### src/rtl/mem_addr_arbiter_pkg.sv
// Shared constants for the DLX memory-address arbiter: FSM encodings,
// address-mux select values and the round-robin grant helper.
package mem_addr_arbiter_pkg;

  typedef enum logic [1:0] {
    ST_IDLE   = 2'd0,
    ST_ACCESS = 2'd1,
    ST_DONE   = 2'd2
  } state_t;

  localparam logic SEL_I  = 1'b0;
  localparam logic SEL_D  = 1'b1;
  localparam int   ADDR_W = 16;

  // On a tie the requester that was not served last wins.
  function automatic logic rr_pick(input logic i_req, input logic d_req,
                                   input logic last_gnt);
    if (i_req && d_req) return ~last_gnt;
    if (d_req)          return SEL_D;
    return SEL_I;
  endfunction

endpackage

### src/rtl/mem_addr_arbiter_mux.sv
// 16-bit 2:1 address mux selecting the fetch (PC) or data (MAR) address.
module mem_addr_arbiter_mux
  import mem_addr_arbiter_pkg::*;
(
  input  logic              sel,
  input  logic [ADDR_W-1:0] i_addr,
  input  logic [ADDR_W-1:0] d_addr,
  output logic [ADDR_W-1:0] addr
);

  assign addr = (sel == SEL_D) ? d_addr : i_addr;

endmodule

### src/rtl/mem_addr_arbiter.sv
// Arbitrates instruction-fetch and data accesses onto one memory port with
// round-robin tie breaking and a bounded wait for memory ready.
module mem_addr_arbiter
  import mem_addr_arbiter_pkg::*;
#(
  parameter int TIMEOUT_CYC = 15
) (
  input  logic              clk,
  input  logic              reset_n,
  input  logic              i_req,
  input  logic [ADDR_W-1:0] i_addr,
  output logic              i_ack,
  input  logic              d_req,
  input  logic              d_we,
  input  logic [ADDR_W-1:0] d_addr,
  output logic              d_ack,
  output logic              addr_sel,
  output logic [ADDR_W-1:0] mem_addr,
  output logic              mem_req,
  output logic              mem_we,
  input  logic              mem_rdy,
  output logic              timeout
);

  localparam int CNT_W = $clog2(TIMEOUT_CYC + 1);

  state_t            state;
  logic [CNT_W-1:0]  wait_cnt;
  logic [CNT_W-1:0]  wait_cnt_inc;
  logic              last_gnt;
  logic              grant_sel;
  logic              mux_sel;
  logic [ADDR_W-1:0] mux_addr;
  logic              wait_expired;

  assign grant_sel    = rr_pick(i_req, d_req, last_gnt);
  // While idle the mux follows the pending grant so the address latches on the grant edge.
  assign mux_sel      = (state == ST_IDLE) ? grant_sel : addr_sel;
  assign wait_cnt_inc = wait_cnt + 1'b1;
  assign wait_expired = (wait_cnt_inc == CNT_W'(TIMEOUT_CYC));

  mem_addr_arbiter_mux u_addr_mux (
    .sel    (mux_sel),
    .i_addr (i_addr),
    .d_addr (d_addr),
    .addr   (mux_addr)
  );

  always_ff @(posedge clk or negedge reset_n) begin
    if (!reset_n) begin
      state    <= ST_IDLE;
      mem_req  <= 1'b0;
      mem_we   <= 1'b0;
      i_ack    <= 1'b0;
      d_ack    <= 1'b0;
      addr_sel <= SEL_I;
      mem_addr <= '0;
      wait_cnt <= '0;
      timeout  <= 1'b0;
      last_gnt <= SEL_D;
    end else begin
      case (state)
        ST_IDLE: begin
          if (i_req || d_req) begin
            mem_addr <= mux_addr;
            addr_sel <= grant_sel;
            mem_req  <= 1'b1;
            mem_we   <= (grant_sel == SEL_D) && d_we;
            wait_cnt <= '0;
            state    <= ST_ACCESS;
          end
        end
        ST_ACCESS: begin
          if (!mem_rdy) wait_cnt <= wait_cnt_inc;
          if (mem_rdy || wait_expired) begin
            mem_req  <= 1'b0;
            mem_we   <= 1'b0;
            i_ack    <= (addr_sel == SEL_I);
            d_ack    <= (addr_sel == SEL_D);
            last_gnt <= addr_sel;
            // A ready arriving on the expiry edge counts as a normal completion.
            if (!mem_rdy) timeout <= 1'b1;
            state    <= ST_DONE;
          end
        end
        ST_DONE: begin
          i_ack <= 1'b0;
          d_ack <= 1'b0;
          state <= ST_IDLE;
        end
        default: state <= ST_IDLE;
      endcase
    end
  end

endmodule
### config.mk
export PLATFORM = sky130hd
export DESIGN_NAME = mem_addr_arbiter
export DESIGN_NICKNAME = d
export VERILOG_FILES = /design/src/rtl/mem_addr_arbiter_pkg.sv /design/src/rtl/mem_addr_arbiter_mux.sv /design/src/rtl/mem_addr_arbiter.sv
export SDC_FILE = /design/constraint.sdc
export NUM_CORES = 1
export LEC_CHECK = 0
export ABC_AREA = 1
export CAP_MARGIN = 20
export CORE_MARGIN = 2
export CORE_UTILIZATION = 40
export CTS_BUF_LIST = sky130_fd_sc_hd__clkbuf_8
export DETAILED_ROUTE_END_ITERATION = 6
export PLACE_DENSITY = 0.9
export SLEW_MARGIN = 20
export SYNTH_ARGS = -nofsm -noshare
export SYNTH_HDL_FRONTEND = slang
export SYNTH_SLANG_ARGS = --single-unit
### constraint.sdc
create_clock -name clk -period 1.3 [get_ports clk]
set_input_delay 0.13 -clock clk [delete_from_list [all_inputs] [get_ports clk]]
set_output_delay 0.13 -clock clk [all_outputs]
set_load 0.02 [all_outputs]
==> results of run 1 <==
[state kept, by name (all words and copies together), names as in the netlist]
signal,count
mem_req,1
d_ack,1
wait_cnt,4
state,2
mem_addr,16
timeout,1
i_ack,1
addr_sel,1
last_gnt,1
mem_we,1
[stage by stage]
step / area [um2] / setup WS, ns / util (%)
CTS: 2320 / -0.0313 / 67.8
detailed placement: 2190 / -0.184 / 64.1
global route: 2480 / -0.179 / 72.7
finish: 2480 / -0.111 / 72.7
floorplan: 1450 / 0.0204 / -
global placement: 2190 / -0.103 / 64.1
[layout make-up]
| class | count | share of cell area, % |
|---|---|---|
| flip-flops and latches | 29 | 29.3 |
| well taps | 46 | 2.32 |
| repair inverters | 1 | 0.353 |
| clock inverters | 3 | 0.554 |
| multi-input cells | 114 | 29.6 |
| clock buffers | 5 | 2.77 |
| inverters | 13 | 2.57 |
| repair buffers | 82 | 32.5 |
[power by group through the flow]
stage | Clock [mW] | Sequential (mW) | Combinational, mW
finish | 0.674 | 1.58 | 3.73
global route | 0.731 | 1.63 | 4.02
CTS | 0.693 | 1.56 | 3.17
detailed placement | 0 | 1.58 | 3.11
global placement | 0 | 1.57 | 3.04
floorplan | 0 | 1.95 | 1.51
[worst max-delay path: stages, from the launching register on]
cell,delay [ns]
dfrtp_1,0.41
nor2_2,0.17
nand3_2,0.15
nand2_8,0.15
clkinv_8,0.09
buf_12,0.14
o21ai_2,0.13
o21ai_2,0.06
[layer usage]
layer  track usage (%)  vias up
met5                 0        -
met4              9.57        0
met3              5.99        7
met2              30.9       44
met1              19.9      669
li1                  -      690
[logic make-up after synthesis]
logic type / after synthesis / share of synthesized area [%]
flops: 29 / 50.2
buf+inv: 18 / 7.51
simple gates: 71 / 21.1
fa+ha+maj: 2 / 1.73
compound gates: 41 / 19.5
[timing repair]
item | CTS | global route
buffers inserted | 4 | 1
hold buffers | 0 | 0
gates cloned | 0 | 1
resized for setup | 29 | 50
endpoints found under the setup margin | 32 | 28
pin swaps | 3 | 8
[final timing paths]
| kind | start | endpoint | slack [ns] | cells after the start |
|---|---|---|---|---|
| setup / recovery | state[1]$_DFFE_PN0P_ | mem_addr[3]$_DFFE_PN0P_ | -0.11 | 7 |
| hold / removal | reset_n | mem_we$_DFFE_PN0P_ | 0.22 | 2 |
| setup reg to reg | state[1]$_DFFE_PN0P_ | mem_addr[3]$_DFFE_PN0P_ | -0.11 | 7 |
| max in group asynchronous | reset_n | last_gnt$_DFFE_PN1P_ | 0.85 | 2 |
| min in group clk | i_addr[12] | mem_addr[12]$_DFFE_PN0P_ | 0.46 | 3 |
| hold reg to reg | last_gnt$_DFFE_PN1P_ | last_gnt$_DFFE_PN1P_ | 0.47 | 2 |
[synth_stat cells]
master | instances | area (um2)
inv_2 | 2 | 7.51
dfstp_2 | 1 | 26.3
nor2_4 | 1 | 11.3
nor2_1 | 19 | 71.3
nand2_1 | 42 | 158
buf_6 | 2 | 22.5
o22ai_1 | 1 | 6.26
inv_6 | 1 | 8.76
o21bai_1 | 1 | 7.51
nor2_2 | 1 | 6.26
o21ai_2 | 19 | 166
nand3_2 | 1 | 10.0
dfrtp_1 | 28 | 701
o21a_1 | 1 | 7.51
o21ai_0 | 16 | 80.1
ha_1 | 2 | 25.0
o21ai_1 | 3 | 15.0
inv_1 | 10 | 37.5
nand4_1 | 1 | 6.26
nand3_1 | 4 | 20.0
buf_2 | 1 | 5.00
buf_4 | 1 | 7.51
nand2_4 | 2 | 22.5
buf_12 | 1 | 20.0
==> results.toml, run 1 <==
[status]
outcome = "finished with violations"
violations = "negative setup slack"

[layout]
multiInputGateArea_um2 = 736
area_delta_synth_final_pct = 71.4
drive_above_1_share_pct = 35.2
seq_area_um2 = 727
final_cells = 293
layout_commonest_cell = "clkdlybuf4s50_1"
n_fill_cell = 244
nets = 286
diodes = 0
layout_common_cells = "37 x clkdlybuf4s50_1, 29 x nand2_1, 28 x dfrtp_1"

[global_routing]
grt_pass1_vias = 1347
grt_pass1_wl_mm = 5.75
grt-ovfl-total = 0
antenna_found_initial = 0
grt_max_degree = 30
grt.total_usage_pct = 18.1

[drt]
wl_mm = 3.71
wire_per_inst_um = 12.7
first_pass_iters = 4
wl_met3_um = 234
drt-met1-wl_mm = 1.45
route.vias.total = 1410
ant_nets = 0
highest_layer = "met4"
wl_met2_mm = 1.95
drt_iter0_drc = 54
drc = 0
vias_per_cell = 4.81

[die]
die_width_um = 64.2
die_area_um2 = 4120
ios = 60
initial_core_util_pct = 42.4
die_h_um = 64.2
core_area_um2 = 3420
rows = 21

[synth]
synth.net_count = 201
synth.avg_cell_area_um2 = 9.00
yosys_warnings = 0
ys_seq_area_share_pct = 50.2
synthesis.area_um2 = 1450
synthCells = 161
synth_seq_cells = 29
synth.distinct_cells = 24

[power]
p_total_mw = 5.98
power.share.sequential_pct = 26.4
worst_ir_drop_vdd_v = 0.00147
clkPwrFrac_pct = 11.3
swShare_pct = 44.4
p_int_mw = 3.32
switchingPower_mw = 2.66
comb_power_share_pct = 62.3
p_leak_nw = 1.14
power_density_nw_per_um2 = 2410

[setup_path]
criticalPathCategory = "register to register"
arrival_ns = 1.58
cp_max_fo = 6
crit_path_end_kind = "register"
cp.required_ns = 1.47
cp-start-kind = "register"

[timing]
finalHoldViolations = 0
holdWs_ns = 0.221
max-slew-margin-rel_pct = 85.7
final.min_clock_period_ns = 1.41
final-setup-viol-count = 11
final.setup.worst_slack_ns = -0.111
skew_ns = 0.00459
rsz0062_at_grt = "yes"
setup_tns_ns = -0.747
worst_pin_slew_ns = 0.212
drv_slew = 0
fin_crit_sh_pct = 109
max_freq_ghz = 0.709

[placement]
dp.final_hpwl_mm = 2.64
port_buffers = 59
finalWeightedCongestion = 0.874
dp.cells = 279

[worst_hold_path]
hold_path_class = "input port to asynchronous set/reset pin"

[flow_run]
drv_cap = 0

[clock_network]
cts.sinks = 29
worst_skew_pair.late_latency_ns = 0.27
htreeDepth = 2
cts.clk_slew.worst_paths_ns = 0.06
clockBufferDepth = 2
cts_tree = "yes"
clock-root-buffer = "clkbuf_8"
cts_buffers = 5
No activity file was read; power rests on OpenSTA's default activity.
==> run 2: changes to the inputs <==
HOLD_SLACK_MARGIN = 0.05   (was not set)
==> results of run 2 <==
No change in the layout: final DEF, timing and power equal those of run 1.
==> run 3: changes to the inputs <==
GPL_TIMING_DRIVEN = 0   (was not set)
TNS_END_PERCENT = 1   (was not set)
==> run 3 against run 2 <==
The run still ends with negative setup slack left. Largest power group unchanged. Register-to-register slack barely moved. Clock power rose by 2%. Largest cell class is now flip-flops and latches. Via count fell by 5.5%. Flip-flop and latch count did not move. Wire length fell by 4.0%. Total power fell by 12%. Cell count fell by 4.1%. First-iteration DRC count fell by 39%. Non-clock buffer count fell by 11. Sequential power barely moved. Global-route usage fell by 0.42 points.
==> results.toml, run 3 (same netlist as run 1, synthesis figures left out) <==
[status]
outcome = "finished with violations"
violations = "negative setup slack"

[die]
rows = 21
core_area_um2 = 3420
die_area_um2 = 4120
initial_core_util_pct = 42.4
die_width_um = 64.2
die_h_um = 64.2
ios = 60

[global_routing]
grt_pass1_vias = 1287
grt-ovfl-total = 0
grt.total_usage_pct = 17.7
antenna_found_initial = 0
grt_pass1_wl_mm = 5.53
grt_max_degree = 30

[drt]
ant_nets = 0
first_pass_iters = 6
drc = 0
vias_per_cell = 4.74
wire_per_inst_um = 12.7
drt_iter0_drc = 33
route.vias.total = 1332
wl_mm = 3.56

[timing]
holdWs_ns = 0.408
final-setup-viol-count = 16
final.setup.worst_slack_ns = -0.0977
drv_slew = 0
finalHoldViolations = 0
final.min_clock_period_ns = 1.40
fin_crit_sh_pct = 108
worst_pin_slew_ns = 0.647
rsz0062_at_grt = "yes"
max-slew-margin-rel_pct = 56.9
skew_ns = 0.00767
max_freq_ghz = 0.715

[layout]
layout_commonest_cell = "clkdlybuf4s50_1"
largest_reg_flops = 16
area_delta_synth_final_pct = 56.1
largestRegisters = "mem_addr: 16 flops, wait_cnt: 4 flops, state: 2 flops"
largest_register = "mem_addr"
final_cells = 281
n_fill_cell = 283
layout_common_cells = "36 x clkdlybuf4s50_1, 32 x nand2_1, 27 x dfrtp_1"
diodes = 0
nets = 274
drive_above_1_share_pct = 26.8

[placement]
port_buffers = 59
finalWeightedCongestion = 0.860
dp.final_hpwl_mm = 2.48
dp.cells = 266
preCtsSetupSlack_ns = -0.216

[clock_network]
htreeDepth = 2
cts_buffers = 5
cts.sinks = 29
worst_skew_pair.late_latency_ns = 0.28
clock-root-buffer = "clkbuf_8"
cts_tree = "yes"
cts.clk_slew.worst_paths_ns = 0.06
clockBufferDepth = 2

[power]
worst_ir_drop_vdd_v = 0.00118
power_density_nw_per_um2 = 2330
p_leak_nw = 1.05

[worst_hold_path]
hold_path_class = "input port to asynchronous set/reset pin"

[setup_path]
cp_max_fo = 4
criticalPathCategory = "register to register"
cp-start-kind = "register"
rr_worst_depth = 10
crit_path_end_kind = "register"
arrival_ns = 1.58
cp.required_ns = 1.48

[flow_run]
drv_cap = 0
-- run 3: cell types whose count changed in the layout (fill, tap and decap cells not counted), moves of 3 or more --
cell     change
buf_4        -7
nor2_2       -6
o21ai_0      +6
nor2_1       +4
o21ai_4      -4
buf_12       -3
nand2_1      +3
nand2_2      -3
-- run 3: power by group --
group / total (mW) / switching (mW) / leakage (nW) / internal (mW)
combinational: 3.03 / 1.80 / 0.644 / 1.23
clock: 0.687 / 0.325 / 0.0491 / 0.362
sequential: 1.57 / 0.246 / 0.356 / 1.32
-- run 3: worst max-delay path, cell delays in order (launching register included) --
cell and delay, ns:
dfrtp_1 0.41, ha_2 0.21, inv_2 0.04, nand2_2 0.05, nand2_2 0.05, nor2_1 0.10, nand2_1 0.09, nand2_2 0.13
nand3_2 0.10, nand2_1 0.08, inv_1 0.04
-- run 3: what timing repair did --
| action | 4_1_cts | 5_1_grt |
|---|---|---|
| endpoints found under the setup margin | 42 | 28 |
| cloned | 0 | 0 |
| hold buffers | 1 | 0 |
| hold endpoints to repair | 28 | 0 |
| gates resized for setup | 30 | 19 |
| buffers inserted | 0 | 6 |
| pin swaps | 3 | 8 |
-- run 3: layout make-up --
cell class	count	area (um2)	share of cell area, %
well taps	46	57.6	2.54
inverters	13	53.8	2.38
repair buffers	66	613	27.1
flip-flops and latches	29	728	32.2
plain buffers	5	65.1	2.88
multi-input cells	114	662	29.3
clock inverters	3	13.8	0.608
clock buffers	5	68.8	3.04
-- run 3: stage by stage --
step                      total power [mW]  area [um2]  util [%]  TNS (ns)
after floorplan                       3.46        1450         -         0
after global placement                4.52        2100      61.4    -14.54
after detailed placement              4.59        2090      61.2     -4.05
after CTS                             5.10        2170      63.6    -0.384
after global routing                  5.69        2260      66.2     -2.88
final                                 5.28        2260      66.2    -0.554
-- run 3: final timing paths --
path / start / to / slack [ns]
setup reg to reg: wait_cnt[1]$_DFFE_PN0P_ / i_ack$_DFFE_PN0P_ / -0.1
hold / removal: reset_n / mem_addr[12]$_DFFE_PN0P_ / 0.41
hold reg to reg: last_gnt$_DFFE_PN1P_ / last_gnt$_DFFE_PN1P_ / 0.46
min in group clk: d_we / mem_we$_DFFE_PN0P_ / 0.43
setup / recovery: wait_cnt[1]$_DFFE_PN0P_ / i_ack$_DFFE_PN0P_ / -0.1
max in group asynchronous: reset_n / state[0]$_DFFE_PN0P_ / 0.43
-- run 3: per-layer routing --
metal  vias to the layer above  wire length [um]  GRT usage [%]
met3                         5               206           4.93
li1                        665                 -              -
met2                        43              1860           29.7
met1                       619              1440           20.8
met4                         0                49           8.51
met5                         -                 0              0
